<file path="config.mk">
export PLATFORM = sky130hd
export DESIGN_NAME = tristate_bus_port
export DESIGN_NICKNAME = d
export VERILOG_FILES = /design/src/rtl/tristate_bus_port.sv
export SDC_FILE = /design/constraint.sdc
export NUM_CORES = 1
export LEC_CHECK = 0
export CAP_MARGIN = 20
export CORE_MARGIN = 5
export CORE_UTILIZATION = 30
export DETAILED_ROUTE_END_ITERATION = 10
export GPL_ROUTABILITY_DRIVEN = 1
export GPL_TIMING_DRIVEN = 0
export MAX_ROUTING_LAYER = met4
export SLEW_MARGIN = 20
export SYNTH_ARGS = -nofsm -noshare
export SYNTH_HDL_FRONTEND = slang
export SYNTH_SLANG_ARGS = --single-unit
</file>
<file path="constraint.sdc">
create_clock -name clk -period 3.3 [get_ports clk]
set_clock_uncertainty 0.1 [all_clocks]
set_input_delay 0.33 -clock clk [delete_from_list [all_inputs] [get_ports clk]]
set_output_delay 0.33 -clock clk [all_outputs]
set_load 0.05 [all_outputs]
</file>
<file path="src/rtl/tristate_bus_port.sv">
`default_nettype none
// +--------------------------------------------------------------------------+
// | tristate_bus_port : clocked bidirectional pad-bus controller with        |
// | direction FSM, turnaround dead time, synchronised readback, write port.  |
// | Rev 1.0                                                                  |
// +--------------------------------------------------------------------------+
module tristate_bus_port #(
  parameter int               WIDTH       = 8,
  parameter int               TURN_CYCLES = 2,
  parameter int               SYNC_STAGES = 2,
  parameter logic [WIDTH-1:0] RESET_OUT   = '0
) (
  input  logic             clk,
  input  logic             rst_n,
  input  logic             dir_req,
  output logic             tx_active,
  output logic             busy,
  input  logic [WIDTH-1:0] wr_data,
  input  logic             wr_valid,
  output logic             wr_ready,
  output logic [WIDTH-1:0] rd_data,
  output logic             rd_valid,
  output logic [WIDTH-1:0] pad_out,
  output logic [WIDTH-1:0] pad_oe,
  input  logic [WIDTH-1:0] pad_in
);

  localparam int CNT_MAX = (TURN_CYCLES > SYNC_STAGES) ? TURN_CYCLES : SYNC_STAGES;
  localparam int CNT_W   = $clog2(CNT_MAX + 1);
  localparam logic [CNT_W-1:0] TURN_LOAD = CNT_W'(TURN_CYCLES);
  localparam logic [CNT_W-1:0] SYNC_FULL = CNT_W'(SYNC_STAGES);

  typedef enum logic [1:0] {
    ST_RX      = 2'd0,
    ST_TX_TURN = 2'd1,
    ST_TX      = 2'd2,
    ST_RX_TURN = 2'd3
  } state_t;

  state_t           state_q,     state_d;
  logic [CNT_W-1:0] turn_cnt_q,  turn_cnt_d;
  logic [CNT_W-1:0] fill_cnt_q,  fill_cnt_d;
  logic [WIDTH-1:0] sync_q [SYNC_STAGES];
  logic [WIDTH-1:0] sync_d [SYNC_STAGES];
  logic [WIDTH-1:0] rd_data_q,   rd_data_d;
  logic             rd_valid_q,  rd_valid_d;
  logic [WIDTH-1:0] pad_out_q,   pad_out_d;
  logic             pad_oe_q,    pad_oe_d;
  logic             tx_active_q, tx_active_d;
  logic             busy_q,      busy_d;
  logic             wr_accept;

  // Direction FSM; TX_TURN may abort, RX_TURN always runs its full dead time.
  always_comb begin
    state_d    = state_q;
    turn_cnt_d = turn_cnt_q;
    case (state_q)
      ST_RX: begin
        if (dir_req) begin
          state_d    = ST_TX_TURN;
          turn_cnt_d = TURN_LOAD;
        end
      end
      ST_TX_TURN: begin
        if (!dir_req) begin
          state_d = ST_RX;
        end else if (turn_cnt_q == '0) begin
          state_d = ST_TX;
        end else begin
          turn_cnt_d = turn_cnt_q - 1'b1;
        end
      end
      ST_TX: begin
        if (!dir_req) begin
          state_d    = ST_RX_TURN;
          turn_cnt_d = TURN_LOAD;
        end
      end
      ST_RX_TURN: begin
        if (turn_cnt_q == '0) begin
          state_d = ST_RX;
        end else begin
          turn_cnt_d = turn_cnt_q - 1'b1;
        end
      end
      default: begin
        state_d    = ST_RX;
        turn_cnt_d = '0;
      end
    endcase
  end

  assign wr_ready  = (state_q == ST_TX) && dir_req;
  assign wr_accept = wr_valid && wr_ready;

  always_comb begin
    pad_out_d   = wr_accept ? wr_data : pad_out_q;
    pad_oe_d    = (state_d == ST_TX);
    tx_active_d = (state_d == ST_TX);
    busy_d      = (state_d == ST_TX_TURN) || (state_d == ST_RX_TURN);
  end

  // Readback: sync chain always shifts; rd_data samples its tail only while in RX.
  always_comb begin
    sync_d[0] = pad_in;
    for (int i = 1; i < SYNC_STAGES; i++) begin
      sync_d[i] = sync_q[i-1];
    end
    rd_data_d = (state_q == ST_RX) ? sync_d[SYNC_STAGES-1] : rd_data_q;
    if (state_d != ST_RX || state_q != ST_RX) begin
      fill_cnt_d = '0;
    end else if (fill_cnt_q < SYNC_FULL) begin
      fill_cnt_d = fill_cnt_q + 1'b1;
    end else begin
      fill_cnt_d = fill_cnt_q;
    end
    rd_valid_d = (state_d == ST_RX) && (fill_cnt_d == SYNC_FULL);
  end

  always_ff @(posedge clk) begin
    if (!rst_n) begin
      state_q     <= ST_RX;
      turn_cnt_q  <= '0;
      fill_cnt_q  <= '0;
      rd_data_q   <= '0;
      rd_valid_q  <= 1'b0;
      pad_out_q   <= RESET_OUT;
      pad_oe_q    <= 1'b0;
      tx_active_q <= 1'b0;
      busy_q      <= 1'b0;
      for (int i = 0; i < SYNC_STAGES; i++) begin
        sync_q[i] <= '0;
      end
    end else begin
      state_q     <= state_d;
      turn_cnt_q  <= turn_cnt_d;
      fill_cnt_q  <= fill_cnt_d;
      rd_data_q   <= rd_data_d;
      rd_valid_q  <= rd_valid_d;
      pad_out_q   <= pad_out_d;
      pad_oe_q    <= pad_oe_d;
      tx_active_q <= tx_active_d;
      busy_q      <= busy_d;
      for (int i = 0; i < SYNC_STAGES; i++) begin
        sync_q[i] <= sync_d[i];
      end
    end
  end

  assign tx_active = tx_active_q;
  assign busy      = busy_q;
  assign rd_data   = rd_data_q;
  assign rd_valid  = rd_valid_q;
  assign pad_out   = pad_out_q;
  assign pad_oe    = {WIDTH{pad_oe_q}};

endmodule
`default_nettype wire

</file>
==> impl_metrics.toml, run 1 <==
[status]
run_status = "finished, final reports clean"

[critical_path]
worst_path_most_repeated_cell = "clkdlybuf4s50_1"
critical_path_class = "in2out"
cp-end-kind = "output pin"
start_kind = "input pin"
cp.arrival_ns = 2.02
path_cells = "clkdlybuf4s50_1 -> and3b_2 -> clkdlybuf4s50_1"
cp.required_ns = 2.87
crit_slowest_cell = "clkdlybuf4s50_1"
worst-path-max-fanout = 7
slowest_delay_ns = 0.82

[placement]
portBuffers = 47
postPlaceCellArea_sq_um = 1780
place_congestion = 0.750
dp_hpwl_um = 2210

[drt]
dr.pass1.iters = 4
met3_length_um = 202
first_iter_violations = 54
drc_errors = 0
ant_nets = 0
vias = 1070
met1Wirelength_um = 1270
routed_wl_um = 2940
highest_layer = "met4"
wl_met2_um = 1420
via_per_inst = 4.44
wl_per_cell_um = 12.2

[synth]
ys_ff_latch = 32
synth-seq-area-share_pct = 51.6
postSynthCellCount = 136
synth_top_area_cell = "dfxtp_1"
synth_warnings = 0
syn_nets = 158
synth.cell_area_sq_um = 1240
ys_types = 28
synth_area_leaders = "dfxtp_1, nand2_1, a21boi_0, and2_1, o21ai_0"
syn_avg_cell_area_sq_um = 9.14
synth_top_area_share_pct = 51.6

[sta]
fin_tns_setup_ns = 0
setup_viol = 0
fmax_mhz = 408
rsz0062_at_grt = "no"
tightest_slew_ns = 0.580
final_max_slew_viol_count = 0
period_minus_slack_ns = 2.45
timing.slew.headroom_pct = 61.2
min_period_over_period_pct = 74.3
finalHoldViolations = 0

[global_routing]
grt_overflow_total = 0
antenna_found_initial = 0
grt_usage_pct = 11.7
grt_pass1_wl_um = 4690
grt_pass1_vias = 1041
grt_max_degree = 11

[clock_tree]
cts_hold_buf = 0
clkLatencyLatePin_ns = 0.28
cts.sinks = 32
cts_tree = "yes"
cts.repair.resized = 0
numCtsBuffers = 5
ctsRootBufferMaster = "clkbuf_8"
cts_max_level = 2
clk_pin_slew_ns = 0.06
clock_path_buffers = 2
post-cts-setup-buffers = 0

[power]
ir_drop_v = 0.000338
power.density_nw_per_um2 = 493
leakagePower_nw = 0.719

[floorplanning]
dieArea_sq_um = 5530
ios = 48
fp.coreArea_sq_um = 4000
die_y_um = 74.4
die_x_um = 74.4
rows = 23
start_util_pct = 31.1

[cells_and_area]
fill_cells = 376
multi_input_area_sq_um = 477
area_growth_pct = 51.6
seqCellArea_sq_um = 641
drive_gt1_share_pct = 12.6
stdcell_area_sq_um = 1880
diodes = 0
finish.net_count = 212

[hold_path]
holdCritPathClass = "reg2reg"

[job]
maxCapViolCount = 0
-- where the power goes --
part / switching [mW] / total, mW / internal (mW) / leakage [nW]
Combinational: 0.0856 / 0.151 / 0.0658 / 0.402
Clock: 0.141 / 0.365 / 0.224 / 0.0552
Sequential: 0.00811 / 0.411 / 0.403 / 0.262
Total: 0.235 / 0.928 / 0.693 / 0.719
-- path summary, 6_finish.rpt --
kind / startpoint / to / slack (ns) / cells past startpoint
max: dir_req / wr_ready / 0.85 / 3
min: pad_out[2] / pad_out[2] / 0.35 / 2
min reg2reg: pad_out[2] / pad_out[2] / 0.35 / 2
max reg2reg: busy / turn_cnt_q[1] / 1.81 / 4
-- layer usage --
layer | up-vias | track usage (%)
li1 | 552 | -
met1 | 476 | 12.8
met2 | 37 | 18.8
met3 | 5 | 5.14
met4 | 0 | 4.55
met5 | - | -
-- per-stage QoR --
step	setup slack, ns	util, %	hold slack, ns	power, mW	std cells
global route	0.799	47.1	0.366	0.967	241
detailed placement	0.857	44.4	0.345	0.573	233
global placement	0.884	44.4	0.332	0.569	233
floorplan	1.47	-	0.326	0.511	136
finish	0.849	47.1	0.352	0.928	241
CTS	0.850	47.1	0.355	0.942	241
-- state kept, by name, summed over array words and instances, names as in the netlist --
signal,flops
busy,1
fill_cnt_q,2
pad_out,8
rd_data,8
rd_valid,1
state_q,1
sync_q,8
turn_cnt_q,2
tx_active,1
-- cells by family after synthesis --
kind of cell    share of synthesized area (%)
fa+ha+maj                                2.01
compound gates                           15.6
simple gates                             19.9
buf+inv                                  10.1
flops                                    51.6
mux                                     0.806
-- placed cells by master, fill, tap and decap left out, types with 2 or more instances in the layout --
cell / synthesis / layout
clkdlybuf4s50_1: 0 / 47
ha_1: 2 / 2
buf_4: 8 / 8
clkbuf_8: 0 / 5
o21ai_1: 5 / 5
nor2_1: 3 / 3
dfxtp_1: 32 / 32
clkbuf_1: 4 / 5
inv_1: 4 / 4
buf_2: 3 / 3
nand3_1: 8 / 8
and2_1: 10 / 10
a21boi_0: 9 / 9
o21ai_0: 12 / 12
nand2_1: 21 / 21
-- worst max-delay path, delay by kind of cell --
kind | cells | cell delay (ns)
and+or+nand+nor | 1 | 0.26
buffers and inverters | 2 | 1.43
-- synth_stat cells --
master / number
o221a_2: 1
nand3_1: 8
buf_1: 1
or4b_4: 1
o21ai_1: 5
inv_1: 4
a211oi_1: 1
ha_1: 2
o211ai_1: 1
a21boi_0: 9
clkbuf_2: 1
dfxtp_1: 32
buf_4: 8
buf_2: 3
buf_6: 1
and4b_1: 1
o21bai_1: 1
and3b_2: 1
nand4b_1: 1
mux2i_1: 1
and2_1: 10
nor2_2: 1
o21ai_0: 12
o21a_1: 1
nand2_1: 21
clkbuf_1: 4
and3_1: 1
nor2_1: 3
-- final cells by class --
cell class	instances	share of cell area (%)
well taps	50	3.32
plain buffers	18	5.85
clock buffers	6	3.85
inverters	4	0.797
clock inverters	2	1.86
multi-input cells	82	25.3
repair buffers	47	25.0
flip-flops and latches	32	34.0
Note: power is estimated with default switching activity, not from simulation.
==> inputs of run 2 (changes only) <==
- clock period: 3.3 -> 2.1 ns (I/O delays scaled with it)
==> run 2 against run 1 <==
Effect of this change:
- setup slack got worse by 0.68 ns
- clock power increased by 57%
- critical path depth unchanged
- largest cell class unchanged
- highest routed layer unchanged
==> impl_metrics.toml, run 2 (synthesis gave the netlist of run 1 again) <==
[status]
run_status = "finished, final reports clean"

[floorplanning]
ios = 48
die_x_um = 74.4
die_y_um = 74.4
start_util_pct = 31.1
rows = 23
fp.coreArea_sq_um = 4000
dieArea_sq_um = 5530

[critical_path]
crit_path_end = "wr_ready"
critical_path_class = "in2out"
cp.arrival_ns = 1.62
cp-end-kind = "output pin"
rr_endpoint = "turn_cnt_q[1]"
worst-path-max-fanout = 7
timing.rr.start = "busy"
cp.required_ns = 1.79
rr_worst_depth = 4
cp-startpoint = "dir_req"
r2r_slack_ns = 0.61
start_kind = "input pin"

[cells_and_area]
diodes = 0
stdcell_area_sq_um = 1900
area_growth_pct = 53.1
mostFrequentLayoutCell = "clkdlybuf4s50_1"
final_cell_mix = "clkdlybuf4s50_1, dfxtp_1, nand2_1"
drive_gt1_share_pct = 12.6
finish.net_count = 212

[global_routing]
grt_pass1_vias = 1041
grt_max_degree = 11
grt_pass1_wl_um = 4690
antenna_found_initial = 0
grt_usage_pct = 11.7
grt_overflow_total = 0

[power]
total_power_mw = 1.46
pwr-share-seq_pct = 44.4
p_clk_share_pct = 39.4
comb_power_share_pct = 16.3
leakagePower_nw = 0.867
ir_drop_v = 0.000531
power.density_nw_per_um2 = 766
switching_share_pct = 25.4
power.switching_mw = 0.370
intPower_mw = 1.09

[sta]
finalHoldViolations = 0
rsz0062_at_grt = "no"
tightest_slew_ns = 0.583
final_max_slew_viol_count = 0
fmax_mhz = 517
setup_slack_ns = 0.166
timing.slew.headroom_pct = 61.0
setup_viol = 0
holdWs_ns = 0.352
min_period_over_period_pct = 92.1
period_minus_slack_ns = 1.93

[clock_tree]
cts.sinks = 32
cts_hold_buf = 0
post-cts-setup-buffers = 0
clkLatencyLatePin_ns = 0.28
ctsRootBufferMaster = "clkbuf_8"
cts_tree = "yes"
cts.repair.resized = 1
clock_path_buffers = 2
numCtsBuffers = 5
cts_max_level = 2
clk_pin_slew_ns = 0.06

[hold_path]
min_from = "pad_out[2]"
whs_path_depth = 2
holdCritPathClass = "reg2reg"

[drt]
wl_met2_um = 1440
ant_nets = 0
drc_errors = 0
vias = 1076
first_iter_violations = 54
routed_wl_um = 2970
met1Wirelength_um = 1270
highest_layer = "met4"
via_per_inst = 4.46
dr.pass1.iters = 4
wl_per_cell_um = 12.3
met3_length_um = 211

[placement]
portBuffers = 47
dp_hpwl_um = 2210
place_congestion = 0.750
postPlaceCellArea_sq_um = 1780
dp_worst_setup_slack_ns = -0.103

[job]
maxCapViolCount = 0
==> run 2: worst max-delay path, cell delays in order <==
cell             delay (ns)
clkdlybuf4s50_1        0.60
and3b_2                0.26
dlygate4sd2_1          0.55
==> run 2: how the worst min path moves through the flow <==
stage / end / slack (ns)
floorplan: sync_q[0][0] / 0.24
global placement: rd_data[3] / 0.33
detailed placement: pad_out[2] / 0.35
CTS: pad_out[2] / 0.35
global route: rd_data[3] / 0.37
finish: pad_out[2] / 0.35
==> run 2: metrics by stage <==
| stage | util [%] | TNS, ns | std cells |
|---|---|---|---|
| after CTS | 47.0 | 0 | 241 |
| after floorplan | - | 0 | 136 |
| final | 47.5 | 0 | 241 |
| after global placement | 44.4 | -0.0763 | 233 |
| after detailed placement | 44.4 | -0.103 | 233 |
| after global routing | 47.5 | 0 | 241 |
==> run 2: layout make-up <==
class / count / area, sq um
Timing Repair Buffer: 47 / 489
Multi-Input combinational cell: 82 / 477
Buffer: 18 / 110
Inverter: 4 / 15.0
Fill cell: 372 / 2100
Tap cell: 50 / 62.6
Sequential cell: 32 / 641
Clock inverter: 2 / 35.0
Clock buffer: 6 / 72.6
==> run 2: power by group through the flow <==
stage	clock network, mW	registers, mW	logic, mW
finish	0.574	0.647	0.237
global route	0.612	0.649	0.256
CTS	0.592	0.647	0.241
detailed placement	0	0.660	0.241
global placement	0	0.659	0.235
floorplan	0	0.701	0.102
==> run 2: per-layer routing <==
metal | GRT usage (%) | up-vias
met3 | 5.14 | 5
met1 | 12.8 | 480
met5 | - | -
met2 | 18.8 | 39
met4 | 4.55 | 0
li1 | - | 552
